<file path="config.mk">
export PLATFORM = sky130hd
export DESIGN_NAME = gauss3x3_add_sched
export DESIGN_NICKNAME = d
export VERILOG_FILES = /design/src/rtl/gauss3x3_add_sched.sv
export SDC_FILE = /design/constraint.sdc
export NUM_CORES = 1
export LEC_CHECK = 0
export CAP_MARGIN = 40
export CELL_PAD_IN_SITES_DETAIL_PLACEMENT = 1
export CELL_PAD_IN_SITES_GLOBAL_PLACEMENT = 1
export CORE_MARGIN = 4
export CORE_UTILIZATION = 42
export DETAILED_ROUTE_END_ITERATION = 8
export GPL_ROUTABILITY_DRIVEN = 1
export PLACE_DENSITY = 0.87
export SYNTH_ARGS = -nofsm -noshare
export SYNTH_HDL_FRONTEND = slang
export SYNTH_SLANG_ARGS = --single-unit
</file>
<file path="constraint.sdc">
create_clock -name clk -period 7.65 [get_ports clk]
set_input_delay 1.53 -clock clk [delete_from_list [all_inputs] [get_ports clk]]
set_output_delay 1.53 -clock clk [all_outputs]
set_load 0.005 [all_outputs]
</file>
<file path="src/rtl/gauss3x3_add_sched.sv">
// gauss3x3_add_sched: 3x3 Gaussian filter, one tap per clock through a shared FA-cell adder; GAUSS_ROUND_EN selects round-half-up output
module gauss3x3_add_sched #(
  parameter int DATA_W = 8,
  parameter int ACC_W = DATA_W + 4
) (
  input  logic                  clk,
  input  logic                  rst_n,
  input  logic                  in_valid,
  output logic                  in_ready,
  input  logic [9*DATA_W-1:0]   in_win,
  output logic                  out_valid,
  input  logic                  out_ready,
  output logic [DATA_W-1:0]     out_pix,
  output logic                  busy
);
`ifdef GAUSS_ROUND_EN
  localparam logic [ACC_W-1:0] ACC_INIT = ACC_W'(8);
`else
  localparam logic [ACC_W-1:0] ACC_INIT = '0;
`endif
  typedef enum logic [1:0] {IDLE, ACCUM, DONE} state_t;
  state_t state, nxt;
  logic [DATA_W-1:0] win [9];
  logic [DATA_W-1:0] tap;
  logic [3:0] tap_cnt;
  logic [1:0] sh;
  logic [ACC_W-1:0] acc, op, s, c;
  logic accept;
  assign accept = (state == IDLE) && in_valid;
  assign in_ready = state == IDLE;
  assign busy = state != IDLE;
  assign out_valid = state == DONE;
  assign out_pix = acc[ACC_W-1:4];
  // state register
  always_ff @(posedge clk or negedge rst_n)
    if (!rst_n) state <= IDLE;
    else state <= nxt;
  // next state: nine adds, then hold the result until downstream takes it
  always_comb begin
    nxt = IDLE;
    nxt = state == IDLE  ? (in_valid ? ACCUM : IDLE) :
          state == ACCUM ? (tap_cnt == 4'd8 ? DONE : ACCUM) :
          state == DONE  ? (out_ready ? IDLE : DONE) : IDLE;
  end
  // window capture on accept; contents are don't-care until the first accept
  always_ff @(posedge clk)
    if (accept) for (int k = 0; k < 9; k++) win[k] <= in_win[k*DATA_W +: DATA_W];
  // select current tap and its weight shift: corners x1, edges x2, centre x4
  always_comb begin
    tap = (tap_cnt < 4'd9) ? win[tap_cnt] : '0;
    sh = tap_cnt == 4'd4 ? 2'd2 :
         (tap_cnt == 4'd0 || tap_cnt == 4'd2 || tap_cnt == 4'd6 || tap_cnt == 4'd8) ? 2'd0 : 2'd1;
    op = {{(ACC_W-DATA_W){1'b0}}, tap} << sh;
  end
  assign c[0] = 1'b0;
  genvar i;
  generate
    for (i = 0; i < ACC_W; i++) begin : g_fa
      assign s[i] = acc[i] ^ op[i] ^ c[i];
      if (i < ACC_W - 1) begin : g_c
        assign c[i+1] = (acc[i] & op[i]) | (c[i] & (acc[i] ^ op[i]));
      end
    end
  endgenerate
  // accumulator and tap counter
  always_ff @(posedge clk or negedge rst_n)
    if (!rst_n) begin
      acc <= '0;
      tap_cnt <= '0;
    end else if (accept) begin
      acc <= ACC_INIT;
      tap_cnt <= '0;
    end else if (state == ACCUM) begin
      acc <= s;
      tap_cnt <= tap_cnt + 4'd1;
    end
endmodule

</file>
# --- Word level (Yosys, flattened, before mapping) ---
# Memory sizes are Yosys's and may differ from the RTL's.
# Index checks and enable logic that the tools add are counted.
word_totals:
  memories: 1
  ff_bits: 18
  ram_bits: 72
  input_bits: 76
mem_list:
  columns: ["name", "words", "word_bits", "rd", "rd_ports_with_merged_regs", "write_ports", "line", "text"]
  rows:
  - ["win", 9, 8, 1, 0, 9, "23", "logic [DATA_W-1:0] win [9];"]
op_classes:
  n_mux: 15
  n_bitwise: 54
  n_eq_ne: 6
  reduce_logical: 8
  order_cmp: 1
  add_sub_neg: 1
  shift: 1
ops:
  columns: ["operator", "n"]
  rows:
  - ["2-to-1 mux 12 bit", 2]
  - ["XOR 1 bit", 23]
  - ["bitwise AND 1 bit", 21]
  - ["2-to-1 mux 2 bit", 6]
  - ["<< shifter 8 x 2 -> 12 bit", 1]
  - ["bitwise OR 1 bit", 10]
  - ["== test 4 x 3 -> 1 bit, second input constant", 2]
  - ["2-to-1 mux 4 bit", 2]
  - ["2-to-1 mux 8 bit", 1]
  - ["adder 4 x 1 -> 4 bit, second input constant", 1]
  - ["== test 4 x 2 -> 1 bit, second input constant", 1]
  - ["== test 4 bit, second input constant", 1]
  - ["logical NOT 4 bit", 1]
  - ["less-than comparator 4 bit, second input constant", 1]
  - ["2-to-1 mux 1 bit", 4]
  - ["nonzero test 2 bit", 2]
  - ["logical OR 1 bit", 3]
  - ["== test 2 x 1 -> 1 bit, second input constant", 1]
  - ["== test 2 bit, second input constant", 1]
  - ["logical NOT 2 bit", 1]
  - ["logical AND 1 bit", 1]

# --- Longest topological paths before layout ---
# Gate-level depths: netlist of the first run.
depth:
  ltp_word: 31
  depth_mapped: 26
  ltp_nobuf: 22

# --- Worst setup path after synthesis of the first run ---
# Ideal clock, no wire load.
synth_path:
  kind: "register to register"
  start: "reg tap_cnt[1]"
  end: "reg acc[11]"
  t_arrival_ns: 5.667
  path_slack_ns: 1.862
  setup_time_ns: 0.121
  path_buffers: 4
  path_stages_with_launch: 27
  path_cell_list: "dfrtp_1 > buf_6 > buf_12 > buf_2 > inv_1 > ha_1 > clkbuf_1 > nand3b_1 > o21a_1 > nor2_1 > ha_1 > inv_1 > fa_1 > inv_1 > fa_1 > fa_1 > fa_1 > fa_1 > fa_1 > fa_1 > fa_1 > fa_1 > inv_1 > fa_1 > nor3_1 > a21o_1 > a22o_1"
synth_via:
  elab_chain_cells: 31
  word_cells_on_any_way: 59
  cone_classes: "order compare (1); eq/ne (4); shift (1); mux (5); bitwise (43); reduce/logical (4); memory (1)"
synth_rtl:
  columns: ["element", "line", "text"]
  rows:
  - ["from (decl)", "25", "logic [3:0] tap_cnt;"]
  - ["from (signal assigned)", "75", "tap_cnt <= tap_cnt + 4'd1;"]
  - ["== test 4 x 2 -> 1 bit or logical NOT 4 bit (tied branches)", "52", "(tap_cnt == 4'd0 || tap_cnt == 4'd2 || tap_cnt == 4'd6 || tap_cnt == 4'd8) ? 2'd0 : 2'd1;"]
  - ["logical OR 1 bit (3 in a row)", "52", null]
  - ["2-to-1 mux 1 bit", "52", null]
  - ["2-to-1 mux 2 bit", "51", "sh = tap_cnt == 4'd4 ? 2'd2 :"]
  - ["<< shifter 8 x 2 -> 12 bit (*)", "53", "op = {{(ACC_W-DATA_W){1'b0}}, tap} << sh;"]
  - ["bitwise AND 1 bit or XOR 1 bit (tied branches)", "61", "assign c[i+1] = (acc[i] & op[i]) | (c[i] & (acc[i] ^ op[i]));"]
  - ["bitwise AND 1 bit", "61", null]
  - ["bitwise OR 1 bit", "61", null]
  - ["[... 13 more ...]", null, null]
  - ["bitwise OR 1 bit", "61", null]
  - ["bitwise AND 1 bit", "61", null]
  - ["bitwise OR 1 bit", "61", null]
  - ["bitwise AND 1 bit", "61", null]
  - ["bitwise OR 1 bit", "61", null]
  - ["XOR 1 bit (*)", "59", "assign s[i] = acc[i] ^ op[i] ^ c[i];"]
  - ["2-to-1 mux 12 bit (*)", "73", "end else if (state == ACCUM) begin"]
  - ["2-to-1 mux 12 bit (*)", "70", "end else if (accept) begin"]
  - ["to (signal assigned)", "74", "acc <= s;"]
  - ["to (decl)", "27", "logic [ACC_W-1:0] acc, op, s, c;"]
# Mark *: on every way between the ends. The rest lies on a longest branch, timed or not. The select of a mux whose other input is x is not followed.
# A chain may end at the register's enable or synchronous reset.

# --- Final worst setup path of the first run ---
# Same ends and word-level chain as after synthesis.

==> key figures, run 1 <==
Layout
  – Diode count: 0
  – Final nets: 431
  – Non-Filler Instances: 475
  – P&R area growth vs syn: 27.5%
  – Share of post-route cells with drive strength above 1: 13.3%

Clocking
  – Clock sinks: 90
  – Longest Clk Path Bufs: 2
  – CTS tree: done
  – Cts hold-fix bufs: 0
  – Gates resized, CTS repair: 0
  – Clock transition at the registers of the reported paths: 0.09 ns
  – Num CTS Buffers: 9
  – CTS root buffer: clkbuf_8
  – H-tree Lvls: 3
  – Clock Latency Late Sink: 0.35 ns
  – Setup Fix Bufs, Post-CTS: 0

Critical path
  – Worst EP required: 7.89 ns
  – R2R setup slack: 1.29 ns
  – Critical R2R Launch: tap_cnt[1]
  – Worst EP arrival: 6.60 ns
  – Type of origin of the critical path: flop
  – CP max FO: 16
  – CP Class: flop to flop
  – Worst setup EP type: flop
  – Worst Setup SP: tap_cnt[1]

Floorplanning
  – # IOs: 87
  – Die area: 0.0115 sq mm
  – Core ar.: 0.00942 sq mm
  – Die H: 107 um
  – Die width: 107 um
  – Site Rows: 35
  – Initial core utilization: 44.0%

Route
  – Via-per-instance ratio: 5.24
  – Vias: 2,487
  – Post-route ant nets: 0
  – DR WL/cell: 19.2 um
  – Final WL: 9130 um
  – Drt drc: 0
  – Drt pass-1 iters: 5
  – Initial DRC count: 140

Global routing
  – GRT overflow: 0
  – All-Layer GR Usage: 17.1%
  – Vias in the first global route: 2,795
  – Largest net degree at the start of global routing: 73
  – First-pass GRT wire length: 14,900 um
  – Antenna violations before repair: 0

Timing
  – Worst slew pin tran: 0.896 ns
  – RSZ-0062 raised after global routing: false
  – Setup violators final: 0
  – Pins Over Slew Limit: 0
  – Achievable Freq: 157 MHz
  – Final-report hold violation count: 0
  – Setup TNS: 0 ns
  – Clock skew: 0.00775 ns
  – Fin crit share: 83.1%
  – Relative slew margins: 40.2%
  – Minimum clock period: 6.36 ns

Placed design
  – GP Congestion: 0.865
  – I/O Buffers: 86
  – Inst Count DP: 459
  – DP Wirelength: 6990 um

Power and ir drop
  – Worst vdd ir: 0.000133 V
  – Static leakage: 1.91 nW
  – P per Cell Area: 389 mW/mm^2

Yosys
  – Most used DFF post-synth: edfxtp_1
  – Average size of a mapped cell: 15.9 sq um
  – Syn Inst Count: 261
  – Syn_nets: 351
  – Synth Register Bits: 90
  – Seq/Total Area, Yosys: 63.0%
  – Async set-or-reset flop fraction in the synthesized netlist: 20.0%
  – Post-Synthesis Cell Area: 0.00414 sq mm
  – Distinct cells, synth: 51
  – Number of synthesized flops with an enable pin: 72
  – Syn. warnings: 0

Worst hold path
  – Hold Path Class: flop to flop
  – Hold_sp: acc[1]

Job
  – Max Cap Viol: 0

Run status
  – Status: finished clean
[cell families (layout without fill, tap and decap cells)]
kind of cell	Yosys count	count (layout)	synth area share (%)
AO/OA/AOI/OAI	48	48	9.15
adder cells (fa/ha/maj)	14	14	6.04
buffers and inverters	33	118	4.50
flip-flops	90	90	63.0
multiplexers	33	33	12.2
other	1	1	0.0905
AND/OR/NAND/NOR	42	42	4.98
[routing by layer]
layer | wire length (um) | track usage (%) | part of all wire, % | vias up
li1 | - | - | - | 1151
met1 | 3950 | 22.6 | 43 | 1255
met2 | 4610 | 28.1 | 51 | 66
met3 | 384 | 3.42 | 4.2 | 15
met5 | 0 | 0 | 0 | -
met4 | 179 | 6.40 | 2.0 | 0
[worst paths after layout]
path | to | depth (start not counted)
setup reg to reg | acc[11] | 19
hold reg to reg | acc[1] | 2
min in group asynchronous | acc[10] | 1
setup / recovery | acc[11] | 19
hold / removal | acc[1] | 2
max in group asynchronous | acc[0] | 1
[cells in the final DEF (no fill, tap or decap), drive strengths merged, types with 3 or more instances in the layout]
| cell type | n |
|---|---|
| clkdlybuf4s50 | 86 |
| edfxtp | 72 |
| dfrtp | 18 |
| nand2 | 15 |
| a22o | 14 |
| mux2 | 14 |
| inv | 12 |
| mux4 | 12 |
| fa | 10 |
| clkbuf | 10 |
| nor2 | 7 |
| mux2i | 7 |
| o21ai | 6 |
| buf | 5 |
| nor2b | 4 |
| nor3 | 4 |
| ha | 4 |
| a22oi | 3 |
| a21oi | 3 |
| a31oi | 3 |
| a21o | 3 |
| clkinv | 3 |
[synthesized netlist by cell type, types with 2 or more instances]
cell type	n	share of area, %
a21oi_1	3	0.36
clkbuf_1	6	0.54
a21o_1	3	0.54
buf_4	9	1.6
mux2_1	3	0.82
mux2i_1	7	1.7
nand3_1	2	0.24
a22oi_1	3	0.54
nor2_1	7	0.63
nand2b_1	2	0.30
dfrtp_1	18	11
inv_1	10	0.91
ha_1	4	1.2
a31oi_1	3	0.45
o21a_1	2	0.36
nand3b_1	2	0.36
mux4_1	2	1.3
mux2_2	11	3.0
mux4_2	10	5.4
a2bb2oi_1	2	0.42
buf_2	4	0.48
fa_1	10	4.8
o21ai_0	5	0.60
a22o_1	14	3.0
nor3_1	4	0.48
nor2b_1	4	0.60
and2_1	2	0.30
nand2_1	15	1.4
edfxtp_1	72	52
[final cells by class]
class	count	area (sq um)
Clock buffer	10	128
Clock inverter	6	97.6
Fill cell	912	4130
Inverter	11	41.3
Multi-Input combinational cell	138	1350
Sequential cell	90	2610
Tap cell	129	161
Timing Repair Buffer	91	898
[critical path, cell delays in order, from the launching register on]
cell and delay [ns]:
dfrtp_1 0.82, mux4_1 0.64, mux2i_1 0.29, o21ai_1 0.10, a32oi_1 0.31, fa_1 0.23
inv_1 0.05, fa_1 0.38, fa_1 0.40, fa_1 0.39, fa_1 0.39, fa_1 0.41
fa_1 0.40, fa_1 0.39, fa_1 0.39, inv_1 0.09, fa_1 0.18, nor3_1 0.05
a21o_1 0.15, a22o_1 0.18
[registers in the layout, indices dropped and copies added (netlist names)]
signal	cells
acc	12
state	2
tap_cnt	4
win	72
[where the power goes]
group	internal, W	leakage, nW	switching (W)
logic	0.000497	0.925	0.000443
registers	0.000654	0.873	0.0000984
clock network	0.000189	0.113	0.000174
total	0.00134	1.91	0.000716
[metrics by stage]
step | setup slack, ns | utilization [%] | power [W] | instance area, sq um | hold WS (ns)
3_5_place_dp | 1.31 | 53.7 | 0.00172 | 5060 | 0.487
2_1_floorplan | 1.86 | - | 0.00146 | 4140 | 0.450
4_1_cts | 1.29 | 56.1 | 0.00208 | 5290 | 0.510
6_report | 1.29 | 56.1 | 0.00206 | 5290 | 0.505
5_1_grt | 0.947 | 56.1 | 0.00223 | 5290 | 0.560
3_3_place_gp | 1.53 | 53.7 | 0.00166 | 5060 | 0.470
Power figures use the tool's default switching activity.
==> run 2, diff against run 1 <==
==> constraint.sdc (replaced) <==
create_clock -name clk -period 6.5 [get_ports clk]
set_input_delay 1.3 -clock clk [delete_from_list [all_inputs] [get_ports clk]]
set_output_delay 1.3 -clock clk [all_outputs]
set_load 0.005 [all_outputs]
==> run 2 against run 1 <==
Against the previous run:
- combinational power is 24% higher
- total power is 16% higher
- die area stayed put
- core utilization is 0.093 points lower
- critical path depth stayed put
- largest power group unchanged
==> key figures, run 2 (same netlist as run 1, synthesis figures left out) <==
Timing
  – Final-report hold violation count: 0 (unchanged)
  – Clock skew: 0.00823 ns (was 0.00775 ns)
  – Relative slew margins: 40.8% (was 40.2%)
  – Worst slew pin tran: 0.888 ns (was 0.896 ns)
  – Setup TNS: 0 ns (unchanged)
  – RSZ-0062 raised after global routing: false (unchanged)
  – Final hold slack: 0.503 ns (was 0.505 ns)
  – Fin crit share: 91.3% (was 83.1%)
  – Achievable Freq: 169 MHz (was 157 MHz)
  – Setup violators final: 0 (unchanged)
  – Final WS setup: 0.566 ns (was 1.29 ns)
  – Pins Over Slew Limit: 0 (unchanged)
  – Minimum clock period: 5.93 ns (was 6.36 ns)

Global routing
  – Antenna violations before repair: 0 (unchanged)
  – Vias in the first global route: 2,830 (was 2,795)
  – First-pass GRT wire length: 14,600 um (was 14,900 um)
  – All-Layer GR Usage: 16.6% (was 17.1%)
  – GRT overflow: 0 (unchanged)
  – Largest net degree at the start of global routing: 73 (unchanged)

Critical path
  – Worst Setup SP: tap_cnt[0] (was tap_cnt[1])
  – Worst EP required: 6.75 ns (was 7.89 ns)
  – Worst setup EP type: flop (unchanged)
  – Worst EP arrival: 6.18 ns (was 6.60 ns)
  – Type of origin of the critical path: flop (unchanged)
  – CP Class: flop to flop (unchanged)
  – CP max FO: 7 (was 16)
  – Critical R2R Launch: tap_cnt[0] (was tap_cnt[1])

Clocking
  – H-tree Lvls: 3 (unchanged)
  – Longest Clk Path Bufs: 2 (unchanged)
  – CTS root buffer: clkbuf_8 (unchanged)
  – Clock transition at the registers of the reported paths: 0.09 ns (about the same)
  – Clock sinks: 90 (unchanged)
  – CTS tree: done (unchanged)
  – Cts hold-fix bufs: 0 (unchanged)
  – Setup Fix Bufs, Post-CTS: 0 (unchanged)
  – Clock Latency Late Sink: 0.35 ns (about the same)
  – Gates resized, CTS repair: 0 (unchanged)
  – Num CTS Buffers: 9 (unchanged)

Worst hold path
  – Hold Path Class: flop to flop (unchanged)
  – Hold_sp: acc[1] (unchanged)

Floorplanning
  – Site Rows: 35 (unchanged)
  – Initial core utilization: 44.0% (unchanged)
  – # IOs: 87 (unchanged)
  – Core ar.: 0.00942 sq mm (unchanged)
  – Die width: 107 um (unchanged)
  – Die area: 0.0115 sq mm (unchanged)
  – Die H: 107 um (unchanged)

Layout
  – Share of post-route cells with drive strength above 1: 14.3% (was 13.3%)
  – Non-Filler Instances: 479 (was 475)
  – Fillers: 924 (was 912)
  – Commonest cells after routing, fill and taps aside: clkdlybuf4s50_1, edfxtp_1, dfrtp_1, nand2_1, a22o_1 (unchanged)
  – Register with the most flip-flops: win (unchanged)
  – P&R area growth vs syn: 27.3% (was 27.5%)
  – Final nets: 435 (was 431)
  – Regs by FF count: win: 72 flops, acc: 12 flops, tap_cnt: 4 flops (unchanged)
  – Diode count: 0 (unchanged)
  – Commonest non-fill, non-tap cell in the layout: clkdlybuf4s50_1 (unchanged)
  – Largest register FFs: 72 (unchanged)

Route
  – Initial DRC count: 159 (was 140)
  – DR WL/cell: 19.0 um (was 19.2 um)
  – Drt drc: 0 (unchanged)
  – Final WL: 9090 um (was 9130 um)
  – Post-route ant nets: 0 (unchanged)
  – Vias: 2,567 (was 2,487)
  – Drt pass-1 iters: 4 (was 5)
  – Via-per-instance ratio: 5.36 (was 5.24)

Power and ir drop
  – P per Cell Area: 451 mW/mm^2 (was 389 mW/mm^2)
  – Final Total Pwr: 0.00238 W (was 0.00206 W)
  – Static leakage: 1.91 nW (about the same)
  – Worst vdd ir: 0.000161 V (was 0.000133 V)

Placed design
  – I/O Buffers: 86 (unchanged)
  – DP Wirelength: 7020 um (was 6990 um)
  – Inst Count DP: 462 (was 459)
  – Place WS: 0.572 ns (was 1.31 ns)
  – GP Congestion: 0.869 (was 0.865)

Job
  – Max Cap Viol: 0 (unchanged)

Run status
  – Status: finished clean (unchanged)
run 2: metrics by stage:
stage                     util (%)  area [sq um]
final                         56.0          5280
after global routing          56.0          5280
after CTS                     55.9          5260
after detailed placement      54.0          5080
after global placement        54.0          5080
after floorplan                  -          4140
run 2: routing by layer:
metal,GRT usage (%),part of all wire [%]
met5,0,0
met4,4.69,1.5
met3,3.90,4.6
met2,27.7,51
met1,21.8,43
run 2: worst paths after layout:
kind	end	slack (ns)	cells after the start
setup reg to reg	acc[11]	0.57	19
setup / recovery	acc[11]	0.57	19
hold reg to reg	acc[1]	0.50	2
min in group asynchronous	acc[4]	1.27	2
hold / removal	acc[1]	0.50	2
max in group asynchronous	tap_cnt[2]	5.08	2
run 2: layout make-up:
| type | instances | area, sq um | share of cell area (%) |
|---|---|---|---|
| clock buffer | 10 | 128 | 2.42 |
| clock inverter | 6 | 51.3 | 0.972 |
| inverter | 11 | 41.3 | 0.783 |
| tap | 129 | 161 | 3.06 |
| sequential | 90 | 2610 | 49.5 |
| multi-input combinational | 138 | 1350 | 25.5 |
| timing repair buffer | 95 | 936 | 17.7 |
run 2: report_power, final:
part | internal [W] | total [W] | leakage, nW | switching (W)
clock network | 0.000145 | 0.000347 | 0.0927 | 0.000203
logic | 0.000603 | 0.00116 | 0.947 | 0.000556
registers | 0.000770 | 0.000871 | 0.873 | 0.000101
run 2: worst max-delay path: stages, from the launching register on:
cell,delay [ns]
dfrtp_1,0.45
clkinv_1,0.31
ha_1,0.43
a21o_1,0.24
a32oi_1,0.29
fa_1,0.22
inv_1,0.05
fa_1,0.40
fa_1,0.41
fa_1,0.40
fa_1,0.40
fa_1,0.40
fa_1,0.40
fa_1,0.40
fa_1,0.38
inv_1,0.09
fa_1,0.20
nor3_1,0.06
a21o_1,0.16
a22o_1,0.17
==> run 3, diff against run 2 <==
--- a/config.mk
+++ b/config.mk
@@ -13,6 +13,7 @@
 export DETAILED_ROUTE_END_ITERATION = 8
 export GPL_ROUTABILITY_DRIVEN = 1
 export PLACE_DENSITY = 0.87
+export SLEW_MARGIN = 15
 export SYNTH_ARGS = -nofsm -noshare
 export SYNTH_HDL_FRONTEND = slang
 export SYNTH_SLANG_ARGS = --single-unit
==> run 3 against run 2 <==
Against the previous run:
- total power grew 0.39%
- worst hold slack is essentially flat
- largest power group unchanged
- largest cell class unchanged
- critical endpoint unchanged
- critical path type unchanged
- count of clock-buffer cells in the layout is the same
- via count shrank 0.55%
==> key figures, run 3 (same netlist as run 1, synthesis figures left out) <==
Power and ir drop
  – Final Total Pwr: 0.00239 W (was 0.00238 W)
  – Static leakage: 1.92 nW (was 1.91 nW)
  – Worst vdd ir: 0.000162 V (was 0.000161 V)
  – P per Cell Area: 450 mW/mm^2 (was 451 mW/mm^2)

Floorplanning
  – Die width: 107 um (unchanged)
  – Core ar.: 0.00942 sq mm (unchanged)
  – Die area: 0.0115 sq mm (unchanged)
  – Initial core utilization: 44.0% (unchanged)
  – # IOs: 87 (unchanged)
  – Die H: 107 um (unchanged)
  – Site Rows: 35 (unchanged)

Global routing
  – All-Layer GR Usage: 16.6% (unchanged)
  – Vias in the first global route: 2,830 (unchanged)
  – Largest net degree at the start of global routing: 73 (unchanged)
  – GRT overflow: 0 (unchanged)
  – Antenna violations before repair: 0 (unchanged)
  – First-pass GRT wire length: 14,600 um (unchanged)

Timing
  – Setup TNS: 0 ns (unchanged)
  – Pins Over Slew Limit: 0 (unchanged)
  – Worst slew pin tran: 0.779 ns (was 0.888 ns)
  – Final-report hold violation count: 0 (unchanged)
  – Relative slew margins: 48.0% (was 40.8%)
  – Setup violators final: 0 (unchanged)
  – Final WS setup: 0.560 ns (was 0.566 ns)
  – Achievable Freq: 168 MHz (was 169 MHz)
  – RSZ-0062 raised after global routing: false (unchanged)
  – Clock skew: 0.00933 ns (was 0.00823 ns)
  – Minimum clock period: 5.94 ns (was 5.93 ns)
  – Fin crit share: 91.4% (was 91.3%)

Placed design
  – I/O Buffers: 86 (unchanged)
  – GP Congestion: 0.869 (unchanged)
  – Place WS: 0.572 ns (unchanged)
  – DP Wirelength: 7020 um (unchanged)

Layout
  – P&R area growth vs syn: 28.0% (was 27.3%)
  – Regs by FF count: win: 72 flops, acc: 12 flops, tap_cnt: 4 flops (unchanged)
  – Share of post-route cells with drive strength above 1: 14.5% (was 14.3%)
  – Register with the most flip-flops: win (unchanged)
  – Commonest cells after routing, fill and taps aside: clkdlybuf4s50_1, edfxtp_1, dfrtp_1, nand2_1, a22o_1 (unchanged)
  – Largest register FFs: 72 (unchanged)
  – Diode count: 0 (unchanged)
  – Fillers: 922 (was 924)
  – Final nets: 436 (was 435)
  – Commonest non-fill, non-tap cell in the layout: clkdlybuf4s50_1 (unchanged)

Critical path
  – Worst setup EP type: flop (unchanged)
  – Worst path most repeated cell: fa_1 (unchanged)
  – Worst r2r dst: acc[11] (unchanged)
  – Type of origin of the critical path: flop (unchanged)
  – Worst EP required: 6.75 ns (about the same)
  – R2R setup slack: 0.56 ns (was 0.57 ns)
  – Critical R2R Launch: tap_cnt[3] (was tap_cnt[0])
  – CP Class: flop to flop (unchanged)
  – CP max FO: 17 (was 7)
  – Crit path cell chain: nor2b_1 > nand2_1 > a32oi_1 > fa_1 > inv_1 > fa_1 > fa_1 > fa_1 > fa_1 > fa_1 > fa_1 > fa_1 > fa_1 > inv_1 > fa_1 > nor3_1 > a21o_1 > a22o_1 (was clkinv_1 > ha_1 > a21o_1 > a32oi_1 > fa_1 > inv_1 > fa_1 > fa_1 > fa_1 > fa_1 > fa_1 > fa_1 > fa_1 > fa_1 > inv_1 > fa_1 > nor3_1 > a21o_1 > a22o_1)
  – Slowest cell on crit path: dfrtp_1 (unchanged)
  – CP max stage delay: 0.62 ns (was 0.45 ns)
  – R2R depth: 18 (was 19)
  – Worst EP arrival: 6.19 ns (was 6.18 ns)

Run status
  – Status: finished clean (unchanged)

Clocking
  – CTS tree: done (unchanged)
  – Cts hold-fix bufs: 0 (unchanged)
  – Clock sinks: 90 (unchanged)
  – Num CTS Buffers: 9 (unchanged)
  – Setup Fix Bufs, Post-CTS: 0 (unchanged)
  – Gates resized, CTS repair: 0 (unchanged)
  – Longest Clk Path Bufs: 2 (unchanged)
  – H-tree Lvls: 3 (unchanged)
  – Clock Latency Late Sink: 0.35 ns (about the same)
  – Clock transition at the registers of the reported paths: 0.09 ns (about the same)
  – CTS root buffer: clkbuf_8 (unchanged)

Route
  – Post-route ant nets: 0 (unchanged)
  – Initial DRC count: 151 (was 159)
  – Drt pass-1 iters: 4 (unchanged)
  – Vias: 2,553 (was 2,567)
  – Drt drc: 0 (unchanged)
  – Via-per-instance ratio: 5.32 (was 5.36)
  – DR WL/cell: 19.3 um (was 19.0 um)
  – Final WL: 9260 um (was 9090 um)

Worst hold path
  – Worst Hold Endpoint: acc[1] (unchanged)
  – Hold_sp: acc[1] (unchanged)
  – Hold path depth: 2 (unchanged)
  – Hold Path Class: flop to flop (unchanged)

Job
  – Max Cap Viol: 0 (unchanged)
-- run 3: cell count changes in the layout (fill, tap and decap cells not counted) --
cell	before	now
buf_16	0	1
-- run 3: power breakdown --
part	switching, W	internal (W)	total (W)	leakage [nW]
combinational	0.000558	0.000608	0.00117	0.959
sequential	0.000102	0.000769	0.000871	0.873
clock	0.000205	0.000145	0.000349	0.0927
-- run 3: worst max path at each step --
stage / end / slack [ns] / from / cells past startpoint
global placement: acc[11] / 0.78 / tap_cnt[0] / 19
finish: acc[11] / 0.56 / tap_cnt[3] / 18
detailed placement: acc[11] / 0.57 / tap_cnt[0] / 19
CTS: acc[11] / 0.55 / tap_cnt[0] / 19
floorplan: acc[11] / 0.71 / tap_cnt[1] / 26
global route: acc[11] / 0.19 / tap_cnt[0] / 21
-- run 3: metal layers --
| metal | share of wire, % | track usage [%] | up-vias |
|---|---|---|---|
| li1 | - | - | 1162 |
| met1 | 42 | 21.8 | 1289 |
| met2 | 51 | 27.7 | 93 |
| met3 | 5.4 | 3.90 | 9 |
| met4 | 1.2 | 4.69 | 0 |
| met5 | 0 | 0 | - |
-- run 3: metrics by stage --
step	hold slack (ns)	area (sq um)	std cells	utilization [%]
6_report	0.503	5300	480	56.3
5_1_grt	0.546	5300	480	56.3
4_1_cts	0.504	5260	478	55.9
3_5_place_dp	0.483	5080	462	54.0
3_3_place_gp	0.471	5080	462	54.0
2_1_floorplan	0.450	4140	261	-
-- run 3: worst max-delay path: cells and delay by family (launching register included) --
| family | cells | cell delay [ns] |
|---|---|---|
| compound gates | 3 | 0.67 |
| fa+ha+maj | 10 | 3.60 |
| buf+inv | 2 | 0.14 |
| flops | 1 | 0.62 |
| simple gates | 3 | 0.83 |
-- run 3: final cells by class --
| class | count | area [sq um] | share of cell area [%] |
|---|---|---|---|
| inverter | 11 | 41.3 | 0.778 |
| clock buffer | 10 | 128 | 2.41 |
| timing repair buffer | 96 | 963 | 18.2 |
| multi-input combinational | 138 | 1350 | 25.4 |
| tap | 129 | 161 | 3.04 |
| clock inverter | 6 | 51.3 | 0.967 |
| sequential | 90 | 2610 | 49.3 |
==> variant 1, RTL diff (config.mk and constraints of run 1) <==
Re-encode `state_t` (3 states) as one-hot, 3 bits wide.
--- a/src/rtl/gauss3x3_add_sched.sv
+++ b/src/rtl/gauss3x3_add_sched.sv
@@ -18,7 +18,7 @@
 `else
   localparam logic [ACC_W-1:0] ACC_INIT = '0;
 `endif
-  typedef enum logic [1:0] {IDLE, ACCUM, DONE} state_t;
+  typedef enum logic [2:0] {IDLE = 3'b001, ACCUM = 3'b010, DONE = 3'b100} state_t;
   state_t state, nxt;
   logic [DATA_W-1:0] win [9];
   logic [DATA_W-1:0] tap;
Behaviour: same outputs for any inputs over 10 cycles, from zero or initial values and one cycle with rst_n low; not proved beyond that.
==> variant 1 against run 1 <==
  * Count of clock-buffer cells in the layout shrank 1
  * Routed wire length grew 12%
  * Sequential cell count grew 1
  * Setup slack gained 0.34 ns
  * Power shrank 16%
  * Global-route usage grew 1.4 points
  * Final area grew 0.95%
  * Clock skew grew 0.0024 ns
  * Sequential power shrank 0.9%
  * Die area grew 1.2%
  * Combinational power shrank 35%
  * Synthesized area grew 1.3%
  * Highest routed layer unchanged
==> variant 1: results (changes against run 1) <==
----------------------------------------------------
[Placed design]
  Worst slack, placed ... 1.71 ns (+0.401 ns)
  Final weighted congestion in routability-driven placement ... 0.817 (-5.5%)
  HPWL after DPL ... 7710 um (+10%)

[Yosys]
  Main area contributors after synthesis ... sky130_fd_sc_hd__edfxtp_1 (52%), sky130_fd_sc_hd__dfrtp_1 (11%), sky130_fd_sc_hd__mux2i_1 (7.6%), sky130_fd_sc_hd__fa_1 (4.8%), sky130_fd_sc_hd__nor2_1 (2.5%)
  Adder and majority gate portion of the synthesized area ... 6.26% (+0.22 points)
  Complex-gate fraction of the synthesized area ... 8.23% (-0.92 points)
  Post-synthesis async set-or-reset flop share ... 20.9% (+0.88 points)
  Most used standard cells in the synthesized netlist ... sky130_fd_sc_hd__edfxtp_1 (72), sky130_fd_sc_hd__mux2i_1 (32), sky130_fd_sc_hd__nor2_1 (28)
  Parity-gate share of the synthesized area counting xor and xnor cells ... 0.626% (+0.63 points)
  Multiplexer share of the synthesized area ... 7.90% (-4.3 points)
  Syn Nets ... 391 (+11%)

[Global routing]
  Vias in the first global route ... 3,017 (+7.9%)
  Overall routing resource usage ... 18.5% (+1.4 points)
  Wire length of the first global-routing pass ... 16,100 um (+7.6%)

[STA]
  Normalized max-slew margin ... 54.4% (+14 points)
  Clock Skew ... 0.0101 ns (+0.00237 ns)
  Final setup violation count ... 0 (unchanged)

[Detailed routing]
  Drt first pass iters ... 4 (-1)
  Wire length per cell ... 19.7 um (+2.8%)

[Final layout]
  Fillers ... 987 (+8.2%)
  Fraction of layout instances using a drive strength above 1 ... 8.59% (-4.7 points)
  Nets ... 470 (+9.0%)

[Outcome]
  Result of the run ... finished, final reports clean

[Critical path]
  Critical path fanouts, max ... 19 (+3)
  Data arrival at the endpoint of the critical path ... 6.29 ns (-0.31 ns)

[Flow run]
  Max-cap violations ... 0 (unchanged)

[Power]
  Share of power burned in the clock network ... 21.4% (+3.7 points)
  Maximum ir drop on the vdd rail ... 0.146 mV (+9.5%)
  Int Power ... 1.14 mW (-15%)
  Pleak ... 1.92 nW (+0.63%)
  Sequential power ... 0.746 mW (-0.9%)

[Clocking]
  Maximum clock path buffer count ... 2 (unchanged)

----------------------------------------------------
variant 1: cell count changes after synthesis, moves of 10 or more:
| cell | run 1 | this run |
|---|---|---|
| sky130_fd_sc_hd__mux2i_1 | 7 | 32 |
| sky130_fd_sc_hd__mux4_2 | 10 | 0 |
| sky130_fd_sc_hd__nor2_1 | 7 | 28 |
| sky130_fd_sc_hd__mux2_2 | 11 | 1 |
| sky130_fd_sc_hd__a22o_1 | 14 | 0 |
variant 1: stage by stage:
| stage | area (um2) | instances | power (mW) | hold slack [ns] |
|---|---|---|---|---|
| after floorplan | 4200 | 300 | 1.16 | 0.480 |
| after global placement | 5070 | 499 | 1.31 | 0.500 |
| after detailed placement | 5110 | 501 | 1.37 | 0.532 |
| after CTS | 5340 | 517 | 1.75 | 0.550 |
| after global routing | 5340 | 517 | 1.84 | 0.586 |
| final | 5340 | 517 | 1.73 | 0.556 |
variant 1: layer usage:
layer / GRT usage [%] / wire length, um
met4: 5.95 / 166
met5: 0 / 0
met2: 32.6 / 5400
met1: 22.1 / 4090
met3: 5.01 / 544
variant 1: path summary, 6_finish.rpt:
kind                       slack (ns)  endpoint       start
setup / recovery                 1.63   acc[10]  tap_cnt[0]
max in group asynchronous        5.65   acc[11]       rst_n
setup reg to reg                 1.63   acc[10]  tap_cnt[0]
hold reg to reg                  0.56    acc[1]      acc[1]
hold / removal                   0.56    acc[1]      acc[1]
min in group asynchronous        1.52  state[1]       rst_n
variant 1: cell type report:
| class | instances | area, um2 | area share (%) |
|---|---|---|---|
| inverter | 14 | 52.6 | 0.985 |
| clock inverter | 7 | 105 | 1.97 |
| multi-input combinational | 173 | 1330 | 25.0 |
| timing repair buffer | 90 | 915 | 17.1 |
| sequential | 91 | 2640 | 49.5 |
| tap | 133 | 166 | 3.12 |
| clock buffer | 9 | 124 | 2.32 |
variant 1: worst max-delay path: stages (launching register included):
cell and delay, ns:
sky130_fd_sc_hd__dfrtp_2 0.71, sky130_fd_sc_hd__buf_4 0.40, sky130_fd_sc_hd__mux2i_1 0.33, sky130_fd_sc_hd__o22ai_2 0.13, sky130_fd_sc_hd__a2111oi_1 0.44, sky130_fd_sc_hd__mux2_2 0.26
sky130_fd_sc_hd__o22ai_1 0.10, sky130_fd_sc_hd__fa_1 0.43, sky130_fd_sc_hd__fa_1 0.41, sky130_fd_sc_hd__fa_1 0.38, sky130_fd_sc_hd__inv_1 0.08, sky130_fd_sc_hd__fa_1 0.18
sky130_fd_sc_hd__fa_1 0.17, sky130_fd_sc_hd__inv_1 0.06, sky130_fd_sc_hd__fa_1 0.38, sky130_fd_sc_hd__fa_1 0.40, sky130_fd_sc_hd__fa_1 0.37, sky130_fd_sc_hd__inv_1 0.08
sky130_fd_sc_hd__fa_1 0.40, sky130_fd_sc_hd__a211oi_1 0.21
==> variant 2, RTL diff (config.mk and constraints of run 1) <==
Without the edit above. The option `GAUSS_ROUND_EN` is turned on by a define.
--- a/src/rtl/gauss3x3_add_sched.sv
+++ b/src/rtl/gauss3x3_add_sched.sv
@@ -1,4 +1,6 @@
 // gauss3x3_add_sched: 3x3 Gaussian filter, one tap per clock through a shared FA-cell adder; GAUSS_ROUND_EN selects round-half-up output
+`define GAUSS_ROUND_EN
+
 module gauss3x3_add_sched #(
   parameter int DATA_W = 8,
   parameter int ACC_W = DATA_W + 4
Function: changed (Yosys sat finds a counterexample within 4 cycles, from zero or initial values and one cycle with rst_n low).
==> variant 2 against run 1 <==
  * Setup slack better by 0.10 ns
  * Clock skew about the same
  * Clock power shrank 4%
  * Highest routed layer unchanged
  * Power up 0.25%
  * Count of clock-buffer cells in the layout shrank 1
  * Sequential cell count unchanged
  * Final area grew 0.17%
  * Synthesized area up 0.75%
  * Sequential share of layout area fell by 0.082 points
  * Synthesized cell count grew 3.8%
  * Via count increased by 3.4%
  * Routed wire length rose by 5.4%
  * Global-route usage rose by 0.84 points
==> variant 2: results (changes against run 1) <==
----------------------------------------------------
[Final layout]
  Multi-input comb cells ... 144 (+4.3%)
  Nets ... 439 (+1.9%)
  P&R area growth vs syn ... 26.8%
  Fraction of area in multi-input gates ... 25.7% (+0.19 points)
  Fillers ... 984 (+7.9%)
  Fraction of layout instances using a drive strength above 1 ... 9.04% (-4.3 points)
  Layout inverter count without the clock tree ... 15 (+4)
  Clock distribution area overhead in the final layout ... 4.09% (-0.17 points)

[Critical path]
  Slack of the worst reg-to-reg path ... 1.39 ns (+0.10 ns)
  Depth of the worst register-to-register path ... 25 (+6)

[Yosys]
  Multiplexer share of the synthesized area ... 12.3% (+0.088 points)
  Main area contributors after synthesis ... sky130_fd_sc_hd__edfxtp_1 (52%), sky130_fd_sc_hd__dfrtp_1 (11%), sky130_fd_sc_hd__fa_1 (4.8%), sky130_fd_sc_hd__mux2i_1 (4.6%), sky130_fd_sc_hd__mux4_2 (3.8%)
  Mapped Cells ... 271 (+3.8%)
  Post-synth cell types ... 46 (-9.8%)
  Adder and majority gate portion of the synthesized area ... 5.99% (-0.045 points)
  Syn Nets ... 361 (+2.8%)
  Complex-gate fraction of the synthesized area ... 9.02% (-0.13 points)
  Most used standard cells in the synthesized netlist ... sky130_fd_sc_hd__edfxtp_1 (72), sky130_fd_sc_hd__mux2i_1 (19), sky130_fd_sc_hd__dfrtp_1 (18)

[STA]
  Final worst hold slack ... 0.517 ns (+0.0128 ns)
  Normalized max-slew margin ... 36.9% (-3.4 points)
  Clock Skew ... 0.00763 ns (-0.000116 ns)

[Power]
  Comb power ... 0.936 mW (about the same)
  Power density normalized to cell area ... 389 nW/um2 (about the same)
  Maximum ir drop on the vdd rail ... 0.132 mV (-1.0%)
  Proportion of power drawn by flip-flops and latches ... 37.6% (+1.0 points)
  Pleak ... 1.94 nW (+1.5%)

[Placed design]
  HPWL after DPL ... 7190 um (+2.8%)
  Area after DPL ... 5080 um2 (+0.35%)
  Placed instance count ... 471 (+2.6%)

[Detailed routing]
  Total via count in the routed design ... 2,572 (+3.4%)
  Met1 wire length ... 3850 um (-2.7%)
  Met3 WL post-DR ... 567 um (+48%)
  Wire length on met2 ... 5100 um (+10%)
  First DRT Iteration DRCs ... 125 (-11%)
  Post-detailed-routing wire length ... 9620 um (+5.4%)

[Global routing]
  Met2 usage in global routing ... 31.2% (+3.1 points)
  GR met1 Demand/Resource ... 22.3% (-0.35 points)
  Overall routing resource usage ... 18.0% (+0.84 points)

[Outcome]
  Result of the run ... finished, final reports clean

----------------------------------------------------
variant 2: changes by cell type in the layout (fill, tap and decap cells not counted), sizes merged, moves of 3 or more:
cell and delta:
mux2i +13, o21ai +3, inv +3, a21oi +3
nand3 +4, mux2 -13
variant 2: how the worst max path moves through the flow:
stage,startpoint,to,slack (ns),depth (start not counted)
floorplan,tap_cnt[1],acc[11],2.13,26
CTS,tap_cnt[2],acc[10],1.33,21
global route,tap_cnt[2],acc[10],0.96,21
detailed placement,tap_cnt[2],acc[10],1.37,21
global placement,tap_cnt[2],acc[11],1.60,23
finish,tap_cnt[0],acc[11],1.39,25
variant 2: cell families (layout without fill, tap and decap cells):
family,after synthesis,after routing
muxes,33,33
DFF,90,90
adders and majority gates,14,14
buffers and inverters,37,120
AOI/OAI and AO/OA,51,51
other,1,1
and+or+nand+nor,45,45
